$ cat config.mk
export PLATFORM = sky130hd
export DESIGN_NAME = mmio_input_latch
export DESIGN_NICKNAME = d
export VERILOG_FILES = /design/src/rtl/io_pkg.sv /design/src/rtl/debounce_sync.sv /design/src/rtl/mmio_input_latch.sv
export SDC_FILE = /design/constraint.sdc
export NUM_CORES = 1
export LEC_CHECK = 0
export CAP_MARGIN = 30
export CORE_MARGIN = 5
export CORE_UTILIZATION = 45
export DETAILED_ROUTE_END_ITERATION = 16
export PLACE_DENSITY_LB_ADDON = 0.3
export SLEW_MARGIN = 25
export SYNTH_ARGS = -nofsm -noshare
export SYNTH_HDL_FRONTEND = slang
export SYNTH_SLANG_ARGS = --single-unit
$ cat constraint.sdc
create_clock -name clk -period 1.35 [get_ports clk]
set_input_delay 0.135 -clock clk [delete_from_list [all_inputs] [get_ports clk]]
set_output_delay 0.135 -clock clk [all_outputs]
set_load 0.01 [all_outputs]
$ cat src/rtl/io_pkg.sv
// Shared address map and status-word layout for the memory-mapped input block.
package io_pkg;

  localparam logic [1:0] IO_ADDR_SNAP = 2'd0;
  localparam logic [1:0] IO_ADDR_STAT = 2'd1;
  localparam logic [1:0] IO_ADDR_LIVE = 2'd2;
  localparam logic [1:0] IO_ADDR_BTN  = 2'd3;

  localparam int STAT_VALID   = 0;
  localparam int STAT_OVR     = 1;
  localparam int STAT_CNT_LSB = 8;

  function automatic logic [31:0] stat_word(input logic [7:0] cnt,
                                            input logic       ovr,
                                            input logic       vld);
    logic [31:0] w;
    w = '0;
    w[STAT_CNT_LSB +: 8] = cnt;
    w[STAT_OVR]          = ovr;
    w[STAT_VALID]        = vld;
    return w;
  endfunction

endpackage

$ cat src/rtl/debounce_sync.sv
// Two-flop synchroniser followed by a stable-count debouncer.
// rise_o flags the edge on which the debounced level goes 0->1.
module debounce_sync #(
  parameter int DEBOUNCE_CYCLES = 20
) (
  input  logic clk,
  input  logic rst,
  input  logic raw_i,
  output logic db_o,
  output logic rise_o
);

  localparam int CW = $clog2(DEBOUNCE_CYCLES);
  localparam logic [CW-1:0] CNT_LAST = CW'(DEBOUNCE_CYCLES - 1);

  logic          meta_q, sync_q;
  logic          db_q, db_d;
  logic [CW-1:0] cnt_q, cnt_d;

  always_comb begin
    db_d  = db_q;
    cnt_d = cnt_q;
    if (sync_q == db_q) begin
      cnt_d = '0;
    end else if (cnt_q == CNT_LAST) begin
      db_d  = sync_q;
      cnt_d = '0;
    end else begin
      cnt_d = cnt_q + CW'(1);
    end
  end

  always_ff @(posedge clk or negedge rst) begin
    if (!rst) begin
      meta_q <= 1'b0;
      sync_q <= 1'b0;
      db_q   <= 1'b0;
      cnt_q  <= '0;
    end else begin
      meta_q <= raw_i;
      sync_q <= meta_q;
      db_q   <= db_d;
      cnt_q  <= cnt_d;
    end
  end

  assign db_o   = db_q;
  assign rise_o = db_d & ~db_q;

endmodule

$ cat src/rtl/mmio_input_latch.sv
// Switch/button front end for the CPU load path: synchronised switches,
// debounced button, press snapshot with valid/overrun status and a press counter.
module mmio_input_latch
  import io_pkg::*;
#(
  parameter int DEBOUNCE_CYCLES = 20,
  parameter int SW_WIDTH        = 16
) (
  input  logic                clk,
  input  logic                rst,
  input  logic [SW_WIDTH-1:0] switches,
  input  logic                button,
  input  logic                rd_en,
  input  logic [1:0]          rd_addr,
  output logic [31:0]         rd_data,
  output logic                btn_valid
);

  logic [SW_WIDTH-1:0] sw_meta_q, sw_sync_q;
  logic [SW_WIDTH-1:0] snap_q, snap_d;
  logic                valid_q, valid_d;
  logic                ovr_q, ovr_d;
  logic [7:0]          press_cnt_q, press_cnt_d;
  logic                btn_db, press;
  logic                clr_valid, clr_ovr;

  debounce_sync #(.DEBOUNCE_CYCLES(DEBOUNCE_CYCLES)) u_btn (
    .clk    (clk),
    .rst    (rst),
    .raw_i  (button),
    .db_o   (btn_db),
    .rise_o (press)
  );

  assign clr_valid = rd_en && (rd_addr == IO_ADDR_SNAP);
  assign clr_ovr   = rd_en && (rd_addr == IO_ADDR_STAT);

  // A press beats a same-edge clear: valid stays set, and an overrun set beats its clear.
  always_comb begin
    snap_d      = snap_q;
    valid_d     = valid_q;
    ovr_d       = ovr_q;
    press_cnt_d = press_cnt_q;
    if (clr_valid) valid_d = 1'b0;
    if (clr_ovr)   ovr_d   = 1'b0;
    if (press) begin
      snap_d      = sw_sync_q;
      valid_d     = 1'b1;
      press_cnt_d = press_cnt_q + 8'd1;
      if (valid_q && !clr_valid) ovr_d = 1'b1;
    end
  end

  always_ff @(posedge clk or negedge rst) begin
    if (!rst) begin
      sw_meta_q   <= '0;
      sw_sync_q   <= '0;
      snap_q      <= '0;
      valid_q     <= 1'b0;
      ovr_q       <= 1'b0;
      press_cnt_q <= '0;
    end else begin
      sw_meta_q   <= switches;
      sw_sync_q   <= sw_meta_q;
      snap_q      <= snap_d;
      valid_q     <= valid_d;
      ovr_q       <= ovr_d;
      press_cnt_q <= press_cnt_d;
    end
  end

  always_comb begin
    rd_data = '0;
    case (rd_addr)
      IO_ADDR_SNAP: rd_data[SW_WIDTH-1:0] = snap_q;
      IO_ADDR_STAT: rd_data = stat_word(press_cnt_q, ovr_q, valid_q);
      IO_ADDR_LIVE: rd_data[SW_WIDTH-1:0] = sw_sync_q;
      IO_ADDR_BTN:  rd_data[0] = btn_db;
      default:      rd_data = '0;
    endcase
  end

  assign btn_valid = valid_q;

endmodule

==> flow_summary.ini <==
[timing]
clock_skew_ps = 5.04
drv_slew = 0
setup_tns_ps = -2140
period_share_pct = 110
period_needed_ps = 1490
rsz0062_at_grt = true
setup_viol = 20
fmax_ghz = 0.673
hold_violations = 0
setup_ws_ps = -135

[cts]
clock-sinks = 66
cts_tree = done
clk_pin_slew_worst_paths_ps = 70
h-tree-depth = 3
clock_latency_ps = 330
clockRootBuffer = clkbuf_8
numCtsBuffers = 9
clock_path_buffers = 2

[floorplan]
die_w_um = 86.9
dieArea_um2 = 7550
initial_core_util_pct = 45.7
die_h_um = 86.9
ioPinCount = 55
rows = 28
core_area_um2 = 5820

[layout]
final_common_cell = dfrtp_1
fin_nets = 295
mostFrequentLayoutCells = dfrtp_1 (66), buf_4 (24), clkdlybuf4s50_1 (18)
post_route_cells_drive_above_1_share_pct = 33.7
antennaDiodeCount = 0
syn_to_final_growth_pct = 34.4

[global_route]
grt_max_degree = 67
grt_pass1_vias = 1606
grt_pass1_wl_um = 7700
grt-ovfl-total = 0
use_met1_pct = 17.8
grtUsageMet3_pct = 3.22
grtUsageTotal_pct = 13.8
busiest_layer = met2
antenna_found_initial = 0
use_met2_pct = 21.0

[worst_setup_path]
crit_path_start_kind = register
worstSetupEndpoint = snap_q[12]
slowest_delay_ps = 390
crit_fanout = 5
slowest_stage = dfrtp_1
worst-path-stages = 4
crit_arrival_ps = 1700
required_ps = 1570
path_cells = ha_4 -> and4bb_4 -> nand2_4 -> mux2_4
path_buf_inv = 0
crit_family = simple AND/OR/NAND/NOR gates
crit_start = u_btn.cnt_q[0]
reg2reg_depth = 4
r2r-start = u_btn.cnt_q[0]
reg2reg_setup_slack_ps = -140
reg2reg_to = snap_q[12]
critPathKind = register to register
cp-end-kind = register

[routing]
wl_um = 5030
via_per_inst = 4.65
route.detailed.wl_per_inst_um = 14.3
drt_iter0_drc = 82
ant_nets = 0
dr_total_vias = 1632
first_pass_iters = 4
drt_drc_violations_left = 0

[power_and_ir_drop]
sw_frac_of_total_pct = 22.1
switching_power_mw = 0.890
p_leak_nw = 1.84
clockPowerShare_pct = 41.4
seqPwrFrac_pct = 51.3
total_power_mw = 4.02
p_int_mw = 3.13
p_per_area_nw_per_um2 = 1130
pwr-share-comb_pct = 7.4
ir_drop_uv = 868

[synthesis]
synthCells = 197
avgSynthCellArea_um2 = 13.5
netlist_area_um2 = 2660
synth_seq_cells = 66
async_reset_ff_share_pct = 100
yosysWarningCount = 0
netlist-cell-type-count = 32
synth_flop_cell = dfrtp_1
yosysSeqAreaShare_pct = 62.1
synth_edf_count = 0

[run_status]
status = finished with violations
violations = negative setup slack

[job]
cap_viol_max_count = 0

[placement]
detailedPlace.worstSlack_ps = -621
portBuffers = 38
gp_congestion = 0.710
hpwl_um = 2980

[min_path]
hp-class = primary input to register
==> worst reg2reg max path, delay by kind of cell (launching register included) <==
family / cells / cell delay [ps]
adders and majority gates: 1 / 180
muxes: 1 / 310
and+or+nand+nor: 2 / 500
DFF: 1 / 390
==> how the worst min path moves through the flow <==
stage	startpoint	to	depth (start not counted)
after global placement	rst	sw_meta_q[2]	2
after detailed placement	rst	snap_q[2]	2
after CTS	switches[13]	sw_meta_q[13]	1
after global routing	switches[14]	sw_meta_q[14]	1
after floorplan	rst	btn_valid	0
final	switches[11]	sw_meta_q[11]	1
==> kinds of logic after synthesis <==
kind of cell             Yosys count  synth area share (%)
AO/OA/AOI/OAI                     13                  2.49
XOR/XNOR                          11                  3.62
adder cells (fa/ha/maj)            2                 0.941
buffers and inverters             26                  6.73
flip-flops                        66                  62.1
multiplexers                      33                  14.8
other                              1                 0.141
AND/OR/NAND/NOR                   45                  9.13
==> sequential cells by signal (all words and copies together), names as in the netlist <==
register and count:
snap_q 16, sw_meta_q 16, sw_sync_q 16, press_cnt_q 8
u_btn.cnt_q 5, btn_valid 1, ovr_q 1, u_btn.db_o 1
u_btn.meta_q 1, u_btn.sync_q 1
==> power by group through the flow <==
stage	Combinational [mW]	Clock [mW]	Sequential, mW
floorplan	0.135	0	2.09
global placement	0.279	0	2.09
detailed placement	0.280	0	2.10
CTS	0.287	1.70	2.06
global route	0.327	1.80	2.07
finish	0.296	1.67	2.06
==> area by class of cell <==
cell class	instances	area (um2)
clock buffer	12	155
fill	466	2240
clock inverter	4	50.0
inverter	3	11.3
tap	75	93.8
sequential	66	1650
multi-input combinational	122	1020
timing repair buffer	69	589
==> routing by layer <==
layer | vias up | part of all wire [%]
met3 | 8 | 4.0
met1 | 808 | 43
met5 | - | 0
li1 | 779 | -
met2 | 37 | 51
met4 | 0 | 1.9
==> synth_stat cells, types with 2 or more instances <==
master | n | area (um2)
dfrtp_1 | 66 | 1650
buf_4 | 16 | 120
mux2i_1 | 15 | 150
nand2_1 | 15 | 56.3
nor2_1 | 11 | 41.3
o21ai_0 | 10 | 50.1
mux2_2 | 9 | 101
mux2_4 | 8 | 120
xor2_1 | 7 | 61.3
buf_2 | 4 | 20.0
nor3_1 | 4 | 20.0
xnor2_1 | 4 | 35.0
inv_1 | 3 | 11.3
nand3_1 | 3 | 15.0
a21oi_1 | 2 | 10.0
clkbuf_1 | 2 | 7.51
ha_1 | 2 | 25.0
nand4_1 | 2 | 12.5
==> timing repair <==
action / in CTS / in global routing
hold buffers: 1 / 0
pin swaps: 2 / 10
endpoints found under the setup margin: 43 / 42
resized for setup: 60 / 32
setup buffers: 2 / 5
cloned: 2 / 2
endpoints found under the hold margin: 66 / 0
==> through the flow <==
stage | instance area [um2] | hold WS [ps] | util, % | std cells
after floorplan | 2720 | -161 | - | 212
after global placement | 3200 | 172 | 55.1 | 323
after detailed placement | 3200 | 172 | 55.1 | 323
after CTS | 3510 | 220 | 60.4 | 344
after global routing | 3570 | 212 | 61.5 | 351
final | 3570 | 232 | 61.5 | 351
Note: power is estimated with default switching activity, not from simulation.
